<file path="src/rtl/padin_filt_if.sv">
// Pad-side bundle for padin_filt: raw pad bus in, filtered level and edge pulses out.
interface padin_filt_if #(
    parameter int M = 7,
    parameter int N = 0
);
    logic [M:N] PADPIN;
    logic [M:N] OUT0;
    logic [M:N] RISE;
    logic [M:N] FALL;
    logic       CHG;

    modport master (
        output PADPIN,
        input  OUT0,
        input  RISE,
        input  FALL,
        input  CHG
    );

    modport slave (
        input  PADPIN,
        output OUT0,
        output RISE,
        output FALL,
        output CHG
    );
endinterface

</file>
<file path="src/rtl/padin_filt.sv">
// Pad input conditioner: two-flop synchronizer, per-bit stability filter,
// and registered rise/fall/change pulses on every accepted level change.
module padin_filt #(
    parameter int M       = 7,
    parameter int N       = 0,
    parameter int FILT    = 3,
    parameter int CW      = 4,
    parameter bit RST_VAL = 1'b0
) (
    input logic         CLK,
    input logic         RESET,
    padin_filt_if.slave pad
);
    localparam int            W       = M - N + 1;
    localparam logic [CW-1:0] CNT_MAX = CW'(FILT - 1);

    logic [M:N]    s1_q, s2_q;
    logic [M:N]    out0_q, out0_d;
    logic [M:N]    rise_q, rise_d;
    logic [M:N]    fall_q, fall_d;
    logic          chg_q, chg_d;
    logic [CW-1:0] cnt_q [M:N];
    logic [CW-1:0] cnt_d [M:N];

    // NOTE: every output of this block gets a default first, so no path leaves a latch.
    always_comb begin
        out0_d = out0_q;
        rise_d = '0;
        fall_d = '0;
        for (int i = N; i <= M; i++) begin
            cnt_d[i] = '0;
            // A bit that keeps disagreeing with OUT0 for FILT samples is accepted.
            if (s2_q[i] != out0_q[i]) begin
                if (cnt_q[i] == CNT_MAX) begin
                    out0_d[i] = s2_q[i];
                    rise_d[i] = s2_q[i];
                    fall_d[i] = ~s2_q[i];
                end else begin
                    cnt_d[i] = cnt_q[i] + CW'(1);
                end
            end
        end
        chg_d = |(rise_d | fall_d);
    end

    // NOTE: state is updated with non-blocking assignments only; the counter array is
    // small and must start at zero, so it is reset along with everything else.
    always_ff @(posedge CLK) begin
        if (RESET) begin
            s1_q   <= {W{RST_VAL}};
            s2_q   <= {W{RST_VAL}};
            out0_q <= {W{RST_VAL}};
            rise_q <= '0;
            fall_q <= '0;
            chg_q  <= 1'b0;
            for (int i = N; i <= M; i++) begin
                cnt_q[i] <= '0;
            end
        end else begin
            s1_q   <= pad.PADPIN;
            s2_q   <= s1_q;
            out0_q <= out0_d;
            rise_q <= rise_d;
            fall_q <= fall_d;
            chg_q  <= chg_d;
            cnt_q  <= cnt_d;
        end
    end

    assign pad.OUT0 = out0_q;
    assign pad.RISE = rise_q;
    assign pad.FALL = fall_q;
    assign pad.CHG  = chg_q;
endmodule

</file>
<file path="src/flat_wrapper.sv">
// flat-port wrapper written by rule: the top's interface ports become plain ports
module padin_filt_flat 
#(
    parameter int M       = 7,
    parameter int N       = 0,
    parameter int FILT    = 3,
    parameter int CW      = 4,
    parameter bit RST_VAL = 1'b0
)
  (CLK, RESET, pad_PADPIN, pad_OUT0, pad_RISE, pad_FALL, pad_CHG);
  padin_filt_if #(.M(M), .N(N)) pad_i ();
  input logic CLK;
  input logic RESET;
  input wire logic [$bits(pad_i.PADPIN)-1:0] pad_PADPIN;
  output wire logic [$bits(pad_i.OUT0)-1:0] pad_OUT0;
  output wire logic [$bits(pad_i.RISE)-1:0] pad_RISE;
  output wire logic [$bits(pad_i.FALL)-1:0] pad_FALL;
  output wire logic [$bits(pad_i.CHG)-1:0] pad_CHG;
  assign pad_i.PADPIN = pad_PADPIN;
  assign pad_OUT0 = pad_i.OUT0;
  assign pad_RISE = pad_i.RISE;
  assign pad_FALL = pad_i.FALL;
  assign pad_CHG = pad_i.CHG;
  padin_filt #(.M(M), .N(N), .FILT(FILT), .CW(CW), .RST_VAL(RST_VAL)) u_core (.CLK(CLK), .RESET(RESET), .pad(pad_i));
endmodule
</file>
<file path="config.mk">
export PLATFORM = sky130hd
export DESIGN_NAME = padin_filt_flat
export DESIGN_NICKNAME = d
export VERILOG_FILES = /design/src/rtl/padin_filt_if.sv /design/src/rtl/padin_filt.sv /design/src/flat_wrapper.sv
export SDC_FILE = /design/constraint.sdc
export NUM_CORES = 1
export LEC_CHECK = 0
export CORE_UTILIZATION = 53
export DETAILED_ROUTE_END_ITERATION = 10
export DONT_BUFFER_PORTS = 1
export GPL_TIMING_DRIVEN = 0
export PLACE_DENSITY = 0.69
export SETUP_SLACK_MARGIN = 0.2
export SLEW_MARGIN = 30
export SYNTH_ARGS = -nofsm -noshare
export SYNTH_HDL_FRONTEND = slang
export SYNTH_SLANG_ARGS = --single-unit
</file>
<file path="constraint.sdc">
create_clock -name CLK -period 1.5 [get_ports CLK]
set_input_delay 0.375 -clock CLK [delete_from_list [all_inputs] [get_ports CLK]]
set_output_delay 0.375 -clock CLK [all_outputs]
set_load 0.02 [all_outputs]
</file>
==> results by stage, run 1 <==
Route:
- After detailed routing, the number of remaining DRC violations is 0.
- The detailed router's first-iteration violation count is 46.
- The number of antenna-violating nets in the routed design is 0.
- The routed wire length per instance is between 10 and 15 microns.
- For this run, the detailed router's first-pass iteration total came to 4.
- The total length of routed wires is between 4 and 5 mm.
- Using the TritonRoute via totals, the vias-per-cell ratio works out to 5.01.
- The detailed-route via count is around 1700.

STA:
- Setup violations remaining at the end of the flow were counted as 0.
- The achievable clock frequency is just under 0.8 GHz.
- The pin slew with the least headroom to its limit is 0.546 ns.
- In this run the tightest slew margin relative to its limit is 0.636.
- The post-route clock period utilization is 0.849.
- The shortest clock period the worst path allows after layout is roughly 1.3 ns.
- The maximum clock skew at final layout is between 0.008 and 0.009 ns.
- The number of slew-limit violations in the final report was 0.
- Setup repair after global routing could not meet its margin everywhere.
- The final total negative setup slack is 0 ns.
- The number of failing hold endpoints at the final stage is 0.

Final layout:
- The post-layout net count is 299.
- The number of antenna repair diodes is 0.
- The area added between synthesis and finish is 24.9%.
- The share of final-layout standard cells stronger than drive strength 1 is 0.339.
- The total of fill cells in the finished design is 360.

Clock tree:
- The total CTS buffers is 9.
- The clock insertion delay at the later pin of the skew report is roughly 0.34 ns.
- The clock drives 73 sinks.
- The clock-pin slew reported for the worst setup and hold paths after clock tree synthesis is approximately 0.07 ns.
- The maximum number of buffers from clock root to sink is 2.
- The H-tree was split into 3 levels.
- The cell at the root of the clock tree is clkbuf_8.
- The hold-fix buffer count after cts is 0.
- TritonCTS built the clock tree.

Critical path:
- The setup path with the least slack is of type flip-flop to flip-flop.
- For the worst setup path, the data arrival time is about 1.6 ns.
- The critical path goes through inv_2 -> ha_4 -> nor3b_4 -> or3b_4 -> nor2_2.
- The critical path endpoint category is a flip-flop.
- The launching element type of the critical path is a flip-flop.
- The data required time at the worst endpoint is ~1.8 ns.
- The startpoint of the worst register-to-register path is u_core.cnt_q[12]$_SDFF_PP0_.
- On the worst path, the slowest cell contributes a delay of 0.43 ns.
- The cell type of the slowest stage on the worst timing path is or3b_4.
- The maximum fanout along the worst path is 4.
- The worst setup path startpoint is u_core.cnt_q[12]$_SDFF_PP0_.

Pwr:
- The worst supply voltage drop on vdd is between 1 and 1.5 mV.
- The leakage power total is ~1.2 nW.
- The power consumption is around 3.8 mW.
- The power density over the cells is ~1100 nW/um^2.

Synth:
- The number of distinct library cells after synthesis is 20.
- The number of warning messages in the yosys log is 0.
- Of the synthesized area, sequential elements account for 0.544.
- Synthesis produced a netlist with a net count of 275.
- A synthesized cell averages between 10 and 15 sq um.
- Summing every instance area after synthesis gives around 2700 sq um.
- The synthesized netlist cell count is 249.
- The number of synthesized register bits is between 70 and 80.

Floorplanning:
- The effective utilization at floorplan is 0.561.
- The horizontal die dimension is approximately 73 microns.
- The die span in y is ~73 microns.
- The region available for standard cell placement spans ~4800 sq um.
- The I/O pin total is 35.
- The die area is approximately 5400 sq um.
- The number of rows in the core area is 25.

Place:
- Routability-driven placement finished with a final weighted congestion of approximately 0.72.
- Detailed placement ended at an HPWL of 2.85 mm.
- During placement, the flow inserted port buffers numbering 0.

Global route:
- The number of antenna violations at the first check in global routing is 0.
- The pin count of the biggest net entering global routing is 12.
- The global-route total usage across every layer is 0.186.
- The number of global-route vias before repair is 1583.
- The first global-routing pass estimated slightly above 7 mm of wire.
- Summed over all layers, the global routing overflow is 0.

Worst hold path:
- In this run the most critical hold path is launched from pad_PADPIN[7].
- The kind of path behind the tightest hold check is input port to flip-flop.

Flow run:
- The max-cap violation count is 0.

Status:
- The flow ran to the end, and the final reports show no timing, DRC or antenna violations.
## worst max-delay path, delay by kind of cell (launching register included)
| kind | cells | cell delay (ns) |
|---|---|---|
| simple gates | 3 | 0.69 |
| flops | 1 | 0.34 |
| fa+ha+maj | 1 | 0.15 |
| buf+inv | 1 | 0.04 |
## repair_timing
action / in CTS / in global routing
gates cloned: 0 / 0
pin swaps: 17 / 19
setup endpoints to repair: 41 / 38
resized for setup: 37 / 36
hold endpoints to repair: 0 / 0
setup buffers: 8 / 5
## final timing paths
check	end	slack, ns	cells after the start
setup / recovery	u_core.cnt_q[13]$_SDFF_PP0_	0.23	5
hold / removal	u_core.s1_q[7]$_SDFF_PP0_	0.16	1
setup reg to reg	u_core.cnt_q[13]$_SDFF_PP0_	0.23	5
hold reg to reg	u_core.s2_q[0]$_SDFF_PP0_	0.44	1
## area by class of cell
type / count / area [sq um] / area share
Multi-Input combinational cell: 163 / 1410 / 0.419
Clock buffer: 13 / 169 / 0.0503
Timing Repair Buffer: 13 / 97.6 / 0.0291
Tap cell: 67 / 83.8 / 0.0250
Clock inverter: 2 / 60.1 / 0.0179
Inverter: 8 / 30.0 / 0.00895
Buffer: 5 / 22.5 / 0.00671
Sequential cell: 73 / 1490 / 0.443
## cell families after synthesis
group | after synthesis | synth area share
buf+inv | 13 | 0.0196
compound gates | 5 | 0.0144
mux | 8 | 0.0298
flops | 73 | 0.544
simple gates | 110 | 0.239
xor+xnor | 24 | 0.0782
fa+ha+maj | 16 | 0.0745
## stage by stage
stage / instances / util / hold slack, ns / instance area [sq um] / worst slack (ns)
final: 344 / 0.701 / 0.160 / 3360 / 0.227
after detailed placement: 316 / 0.579 / 0.420 / 2770 / 0.0837
after global placement: 316 / 0.579 / 0.416 / 2770 / 0.0851
after floorplan: 249 / - / 0.414 / 2690 / 0.221
after CTS: 339 / 0.664 / 0.145 / 3180 / 0.201
after global routing: 344 / 0.701 / 0.154 / 3360 / 0.176
## cells in the mapped netlist, drive strengths merged
cell	number	area share
inv	8	0.011
buf	1	0.0028
and4bb	1	0.0047
a41oi	1	0.0033
nor2	47	0.066
nor4b	14	0.046
xor2	16	0.052
nor4bb	1	0.0037
ha	16	0.075
clkbuf	4	0.0056
a22oi	4	0.011
nor3b	8	0.024
nand2	7	0.0098
or3b	8	0.034
dfxtp	73	0.54
nor2b	16	0.037
nand3	8	0.015
mux2i	8	0.030
xnor2	8	0.026
## power breakdown
part	switching [mW]	internal (mW)	total (mW)
sequential	0.0180	1.96	1.98
clock	0.660	1.06	1.72
combinational	0.0547	0.0483	0.103
## state kept, by name (all words and copies together) (netlist names)
name and flops:
u_core.cnt_q 32, u_core.pad.FALL 8, u_core.pad.OUT0 8, u_core.pad.RISE 8
u_core.s1_q 8, u_core.s2_q 8, u_core.pad.CHG 1
## placed cells by master, fill, tap and decap left out, types with 10 or more instances in the layout
master    count
nor4b_1      14
clkbuf_8     12
xor2_1       14
buf_4        14
nor2b_1      16
dfxtp_2      17
nor2_1       36
nor2_2       10
dfxtp_1      55
## metal layers
metal	track usage	wire [microns]
met5	0	0
met4	0.0719	65
met3	0.101	265
met2	0.291	2170
met1	0.211	2010
(Power assumes the default switching activity.)
==> run 2, diff against run 1 <==
clock period = 1.3 ns   (was 1.5 ns; I/O delays follow)
==> results by stage, run 2 (synthesis gave the netlist of run 1 again) <==
Critical path:
- The dominant delay contributor by cell family on the critical path is simple AND/OR/NAND/NOR gates (unchanged).
- The count of buffer and inverter cells on the critical path is 1 (unchanged).
- The maximum fanout along the worst path came to 4 (unchanged).
- The type of the worst setup path was flip-flop to flip-flop (unchanged).
- Cells traversed along the worst timing path: inv_2 -> ha_4 -> nor3b_4 -> or3b_4 -> nor2_2 (unchanged).
- The biggest cell delay along the critical path is 0.40 ns (was 0.43 ns).
- The critical path endpoint category is a flip-flop (unchanged).
- The launching element type of the critical path is a flip-flop (unchanged).
- The data arrival time of the critical path is 1.52 ns (was 1.56 ns).
- The cell type of the slowest stage on the worst timing path is or3b_4 (unchanged).
- The data required time at the worst endpoint is 1.56 ns (was 1.78 ns).

Global route:
- The global-route total usage across every layer is 0.185 (was 0.186).
- The pin count of the biggest net entering global routing is 12 (unchanged).
- The number of global-route vias before repair was 1630 (was 1583).
- The global-route wire length before repair is 7.29 mm (was 7.28 mm).
- The number of antenna violations at the first check in global routing is 0 (unchanged).
- The sum of overflow across all layers after global routing is 0 (unchanged).

Flow run:
- The max-cap violation count was 0 (unchanged).

Final layout:
- The share of final-layout standard cells stronger than drive strength 1 is 0.438 (was 0.339).
- The post-layout net count is 302 (was 299).
- The flip-flop and latch area is 1540 sq um (was 1490 sq um).
- The filler-free cell count of the finished design is 348 (was 344).
- The number of flip-flops under the largest register name is 32 (unchanged).
- The area added between synthesis and finish is 28.6% (was 24.9%).
- The final design area excluding fillers came to 3450 sq um (was 3360 sq um).
- The most common cell after layout, fill and taps aside is nor2_1 (was dfxtp_1).
- The number of antenna repair diodes is 0 (unchanged).
- The final core utilization is 0.722 (was 0.701).
- The area of the multi-input gates is 1440 sq um (was 1410 sq um).
- The top register by number of flip-flops is u_core.cnt_q (unchanged).
- The total of fill cells in the finished design is 340 (was 360).
- Most used cells in the layout excluding fill and tap cells: nor2_1, dfxtp_2, dfxtp_1, nor2b_1 (was dfxtp_1, nor2_1, dfxtp_2, nor2b_1).

Place:
- The number of port buffers is 0 (unchanged).
- The instance area after placement is 2960 sq um (was 2770 sq um).
- The final HPWL from detailed placement is 2.95 mm (was 2.85 mm).
- The final estimated routing congestion in global placement is 0.695 (was 0.723).
- The total instance count after detailed placement is 316 (unchanged).

Route:
- The detailed-route via count is 1741 (was 1725).
- The routed wire length per instance is 13.1 microns (about the same).
- The count of TritonRoute iterations in the first routing pass is 4 (unchanged).
- The count of unresolved DRC violations after routing is 0 (unchanged).
- The per-cell via count in the routed design came to 5.00 (was 5.01).
- The number of antenna-violating nets in the routed design came to 0 (unchanged).
- The total length of routed wires is 4.58 mm (was 4.51 mm).
- The detailed router's first-iteration violation count is 55 (was 46).

STA:
- The count of endpoints failing setup in the final report is 0 (unchanged).
- The pin slew with the least headroom to its limit is 0.652 ns (was 0.546 ns).
- The post-route clock period utilization is 0.966 (was 0.849).
- The achievable clock frequency is 0.797 GHz (was 0.785 GHz).
- The number of slew-limit violations in the final report came to 0 (unchanged).
- The worst hold slack is 0.121 ns (was 0.160 ns).
- The tightest slew margin relative to the limit is 0.565 (was 0.636).
- The shortest clock period the worst path allows after layout is 1.26 ns (was 1.27 ns).
- Unrepaired setup endpoints after global routing: true (unchanged).
- The maximum clock skew at final layout is 0.00527 ns (was 0.00857 ns).
- The number of failing hold endpoints at the final stage came to 0 (unchanged).

Floorplanning:
- The number of rows in the core area is 25 (unchanged).
- The die area is 5360 sq um (unchanged).
- The effective utilization at floorplan is 0.561 (unchanged).
- The die span in y was 73.2 microns (unchanged).
- The core area is 4790 sq um (unchanged).
- The I/O pin total came to 35 (unchanged).
- The horizontal die dimension is 73.2 microns (unchanged).

Pwr:
- The worst supply voltage drop on vdd came to 1.12 mV (was 1.04 mV).
- The power consumption is 4.21 mW (was 3.81 mW).
- The leakage power total is 1.27 nW (was 1.24 nW).
- The power density over the cells was 1220 nW/um^2 (was 1140 nW/um^2).

Clock tree:
- The H-tree level count was 3 (unchanged).
- The total CTS buffers is 9 (unchanged).
- The CTS tree is yes (unchanged).
- The number of sinks driven by the clock tree is 73 (unchanged).
- The clock-pin slew reported for the worst setup and hold paths after clock tree synthesis is 0.07 ns (about the same).
- The maximum number of buffers from clock root to sink is 2 (unchanged).
- The cell at the root of the clock tree is clkbuf_8 (unchanged).
- The clock insertion delay at the later pin of the skew report is 0.33 ns (was 0.34 ns).

Status:
- Result of the run: finished, final reports clean (unchanged).

Worst hold path:
- The kind of path behind the tightest hold check was input port to flip-flop (unchanged).
run 2: cell count changes in the layout (fill, tap and decap cells not counted), sizes merged:
cell and change:
bufinv -1, clkbuf +1, buf +3, clkinv +1
run 2: metrics by stage:
step                TNS [ns]  setup slack, ns
finish                     0           0.0448
detailed placement    -0.151          -0.0365
global route        -0.00541         -0.00541
CTS                        0           0.0520
floorplan                  0           0.0633
global placement     -0.0820          -0.0295
run 2: layout make-up:
| class | count | share of cell area |
|---|---|---|
| clock buffers | 14 | 0.0500 |
| repair buffers | 16 | 0.0370 |
| multi-input cells | 163 | 0.418 |
| inverters | 8 | 0.00870 |
| clock inverters | 2 | 0.0101 |
| plain buffers | 5 | 0.00652 |
| well taps | 67 | 0.0243 |
| flip-flops and latches | 73 | 0.446 |
run 2: report_power, final:
| part | switching [mW] | internal, mW | leakage, nW |
|---|---|---|---|
| registers | 0.0218 | 2.25 | 0.616 |
| clock network | 0.776 | 1.04 | 0.107 |
| logic | 0.0631 | 0.0565 | 0.545 |
run 2: final timing paths:
path              cells after the start                          end                   startpoint  slack, ns
setup reg to reg                      5  u_core.cnt_q[13]$_SDFF_PP0_  u_core.cnt_q[12]$_SDFF_PP0_       0.04
setup / recovery                      5  u_core.cnt_q[13]$_SDFF_PP0_  u_core.cnt_q[12]$_SDFF_PP0_       0.04
hold reg to reg                       1    u_core.s2_q[1]$_SDFF_PP0_    u_core.s1_q[1]$_SDFF_PP0_       0.44
hold / removal                        1    u_core.s1_q[0]$_SDFF_PP0_                pad_PADPIN[0]       0.12
run 2: what timing repair did:
action / CTS / global route
cloned: 0 / 0
gates resized for setup: 19 / 48
hold endpoints to repair: 0 / 0
setup buffers: 12 / 4
hold buffers: 0 / 0
pin swaps: 19 / 4
endpoints found under the setup margin: 50 / 67
run 2: routing by layer:
layer  vias up  track usage  wire length (microns)
met5         -            0                      0
met4         0       0.0980                    107
met3        12       0.0580                    190
met2        35        0.295                   2200
met1       811        0.224                   2080
li1        883            -                      -
==> run 3, diff against run 2 <==
ABC_AREA = 1   (was default)
==> results by stage, run 3 <==
Clock tree:
- The cell at the root of the clock tree is clkbuf_8 (unchanged).
- The clock-pin slew reported for the worst setup and hold paths after clock tree synthesis came to 0.07 ns (about the same).
- The total CTS buffers was 9 (unchanged).
- The number of sinks driven by the clock tree came to 73 (unchanged).
- The clock insertion delay at the later pin of the skew report is 0.34 ns (was 0.33 ns).
- The maximum number of buffers from clock root to sink is 2 (unchanged).
- The CTS tree is yes (unchanged).
- The H-tree level count is 3 (unchanged).
- The hold-fix buffer count after cts is 0 (unchanged).

Floorplanning:
- The effective utilization at floorplan is 0.569 (was 0.561).
- The core area was 4880 sq um (was 4790 sq um).
- The die area is 5530 sq um (was 5360 sq um).
- The number of rows in the core area came to 25 (unchanged).
- The die span in y is 74.4 microns (was 73.2 microns).
- The horizontal die dimension is 74.4 microns (was 73.2 microns).
- The I/O pin total is 35 (unchanged).

Critical path:
- The startpoint of the worst register-to-register path is u_core.cnt_q[4]$_SDFF_PP0_ (was u_core.cnt_q[12]$_SDFF_PP0_).
- The data arrival time of the critical path is 0.76 ns (was 1.52 ns).
- The critical path endpoint category is an output pin (was flip-flop).
- The type of the worst setup path is flip-flop to output pin (was flip-flop to flip-flop).
- The depth of the worst register-to-register path is 8 (was 5).
- The reg2reg setup slack is 0.21 ns (was 0.04 ns).
- The data required time at the worst endpoint was 0.98 ns (was 1.56 ns).
- The number of cells on the critical path is 0 (was 5).
- The worst setup path startpoint is u_core.pad.CHG$_SDFF_PP0_ (was u_core.cnt_q[12]$_SDFF_PP0_).
- The maximum fanout along the worst path came to 1 (was 4).
- The timing endpoint of the critical path is pad_CHG (was u_core.cnt_q[13]$_SDFF_PP0_).
- The launching element type of the critical path was a flip-flop (unchanged).
- The endpoint of the lowest-slack register-to-register path is u_core.pad.CHG$_SDFF_PP0_ (was u_core.cnt_q[13]$_SDFF_PP0_).

STA:
- The final total negative setup slack came to 0 ns (unchanged).
- The achievable clock frequency is 0.918 GHz (was 0.797 GHz).
- The shortest clock period the worst path allows after layout is 1.09 ns (was 1.26 ns).
- The tightest slew margin relative to the limit is 0.828 (was 0.565).
- The pin slew with the least headroom to its limit was 0.258 ns (was 0.652 ns).
- Unrepaired setup endpoints after global routing: true (unchanged).
- The number of failing hold endpoints at the final stage is 0 (unchanged).
- The count of endpoints failing setup in the final report was 0 (unchanged).
- The maximum clock skew at final layout was 0.00681 ns (was 0.00527 ns).
- The number of slew-limit violations in the final report came to 0 (unchanged).
- The post-route clock period utilization was 0.838 (was 0.966).

Synth:
- The number of synthesized flops with an enable pin came to 0 (unchanged).
- The sequential fraction of the synthesis area is 0.526 (was 0.544).
- The number of distinct library cells after synthesis is 19 (was 20).
- The most frequently used cell type in the post-synthesis netlist is dfxtp_1 (unchanged).
- The biggest area consumer among synthesized cells is dfxtp_1 (unchanged).
- The number of synthesized register bits was 73 (unchanged).
- The prevailing post-synth register cell is dfxtp_1 (unchanged).
- The post-synthesis async set-or-reset flop share was 0 (unchanged).
- The post-synth net total is 347 (was 275).
- Top cells by area in the synthesized netlist: dfxtp_1, nor2_1, ha_1 (was dfxtp_1, ha_1, nor2_1).
- The post-synthesis area per instance is 8.65 sq um (was 10.8 sq um).
- The number of warning messages in the yosys log was 0 (unchanged).
- The synthesized netlist cell count is 321 (was 249).
- The area of the mapped netlist is 2780 sq um (was 2690 sq um).
- The area share of the leading cell type in the synthesized netlist is 0.526 (was 0.544).
- Leading post-synthesis cells by instance count: dfxtp_1, nor2_1, inv_1 (was dfxtp_1, nor2_1, ha_1, nor2b_1, xor2_1).

Route:
- The count of unresolved DRC violations after routing was 0 (unchanged).
- The per-cell via count in the routed design is 4.70 (was 5.00).
- The number of antenna-violating nets in the routed design came to 0 (unchanged).
- The detailed-route via count is 1909 (was 1741).
- The detailed router's first-iteration violation count came to 58 (was 55).
- The total length of routed wires came to 4.49 mm (was 4.58 mm).
- The routed wire length per instance was 11.0 microns (was 13.1 microns).
- The count of TritonRoute iterations in the first routing pass is 6 (was 4).

Global route:
- The number of antenna violations at the first check in global routing came to 0 (unchanged).
- The pin count of the biggest net entering global routing is 13 (was 12).
- The global-route wire length before repair is 6.83 mm (was 7.29 mm).
- The global-route total usage across every layer came to 0.173 (was 0.185).
- The sum of overflow across all layers after global routing was 0 (unchanged).
- The number of global-route vias before repair is 1596 (was 1630).

Place:
- The final estimated routing congestion in global placement came to 0.719 (was 0.695).
- The number of port buffers is 0 (unchanged).
- The final HPWL from detailed placement is 2.95 mm (about the same).

Worst hold path:
- The worst hold path startpoint is pad_PADPIN[7] (was pad_PADPIN[0]).
- The kind of path behind the tightest hold check is input port to flip-flop (unchanged).

Pwr:
- The part of the power in combinational logic came to 0.026 (was 0.028).
- The power density over the cells is 1310 nW/um^2 (was 1220 nW/um^2).
- The net switching share of the total power is 0.202 (was 0.205).
- The clock network fraction of design power is 0.452 (was 0.433).
- The internal power consumption was 3.46 mW (was 3.35 mW).
- The worst supply voltage drop on vdd is 0.749 mV (was 1.12 mV).
- The switching power was 877 uW (was 861 uW).
- The power consumption came to 4.34 mW (was 4.21 mW).
- The leakage power total is 1.33 nW (was 1.27 nW).
- The sequential share of power is 0.522 (was 0.539).

Final layout:
- The most common cell after layout, fill and taps aside was nor2_1 (unchanged).
- The number of antenna repair diodes is 0 (unchanged).
- The flip-flop and latch area is 1530 sq um (was 1540 sq um).
- Most used cells in the layout excluding fill and tap cells: nor2_1, dfxtp_1, inv_1, nand2_1, dfxtp_2 (was nor2_1, dfxtp_2, dfxtp_1, nor2b_1).
- The post-layout net count came to 360 (was 302).
- The area added between synthesis and finish is 19.2% (was 28.6%).
- The top register by number of flip-flops is u_core.cnt_q (unchanged).
- The total of fill cells in the finished design is 382 (was 340).
- The share of final-layout standard cells stronger than drive strength 1 is 0.372 (was 0.438).
- The number of flip-flops under the largest register name was 32 (unchanged).
- The final core utilization came to 0.679 (was 0.722).
- The area of the multi-input gates is 1220 sq um (was 1440 sq um).

Flow run:
- The max-cap violation count came to 0 (unchanged).

Status:
- Result of the run: finished, final reports clean (unchanged).
[run 3: changes by cell type after synthesis, sizes merged, moves of 8 or more]
| cell | previous run | this run |
|---|---|---|
| a21oi | 0 | 9 |
| inv | 8 | 51 |
| mux2i | 8 | 0 |
| nand2 | 7 | 52 |
| nand3 | 8 | 24 |
| nor2 | 47 | 66 |
| nor2b | 16 | 0 |
| nor3 | 0 | 8 |
| nor3b | 8 | 0 |
| nor4b | 14 | 0 |
| or3b | 8 | 0 |
| xor2 | 16 | 8 |
[run 3: area by class of cell]
type	count	share of cell area
clock inverter	5	0.0234
clock buffer	11	0.0457
multi-input combinational	191	0.367
inverter	52	0.0601
buffer	5	0.0113
timing repair buffer	2	0.00453
sequential	73	0.462
tap	67	0.0253
[run 3: what timing repair did]
item                       4_1_cts  5_1_grt
buffers inserted                 1        1
resized for setup               35       48
setup endpoints to repair       34       46
pin swaps                        1       23
[run 3: power by group through the flow]
stage                     Combinational [mW]  Sequential, mW  Clock [mW]
after floorplan                       0.0798            2.33           0
after global placement                 0.103            2.34           0
after detailed placement               0.105            2.34           0
after CTS                              0.108            2.27        2.01
after global routing                   0.129            2.27        2.13
final                                  0.113            2.27        1.96
[run 3: cells by family (layout without fill, tap and decap cells)]
logic type,Yosys count,count (layout),share of synthesized area
AO/OA/AOI/OAI,9,9,0.0176
XOR/XNOR,16,16,0.0505
adder cells (fa/ha/maj),16,16,0.0721
buffers and inverters,57,75,0.0842
flip-flops,73,73,0.526
AND/OR/NAND/NOR,150,150,0.250
[run 3: per-stage QoR]
| stage | instances | hold WS [ns] | worst slack [ns] | area (sq um) |
|---|---|---|---|---|
| 4_1_cts | 405 | 0.0603 | 0.125 | 3150 |
| 3_3_place_gp | 388 | 0.391 | 0.113 | 2860 |
| 6_report | 406 | 0.0791 | 0.211 | 3310 |
| 5_1_grt | 406 | 0.0626 | 0.155 | 3310 |
| 3_5_place_dp | 388 | 0.395 | 0.0980 | 2860 |
| 2_1_floorplan | 321 | 0.388 | 0.218 | 2780 |
[run 3: metal layers]
layer,share of wire,vias to the layer above,global-route usage
met5,0,-,0
met4,0.019,0,0.0818
met3,0.063,9,0.0989
met2,0.49,51,0.269
met1,0.43,852,0.189
li1,-,997,-
[run 3: how the worst min path moves through the flow]
| stage | end | slack, ns | cells after the start |
|---|---|---|---|
| after floorplan | u_core.s2_q[0]$_SDFF_PP0_ | 0.39 | 2 |
| after global placement | u_core.s2_q[7]$_SDFF_PP0_ | 0.39 | 2 |
| after detailed placement | u_core.s2_q[7]$_SDFF_PP0_ | 0.40 | 2 |
| after CTS | u_core.s1_q[7]$_SDFF_PP0_ | 0.06 | 2 |
| after global routing | u_core.s1_q[4]$_SDFF_PP0_ | 0.06 | 2 |
| final | u_core.s1_q[7]$_SDFF_PP0_ | 0.08 | 2 |
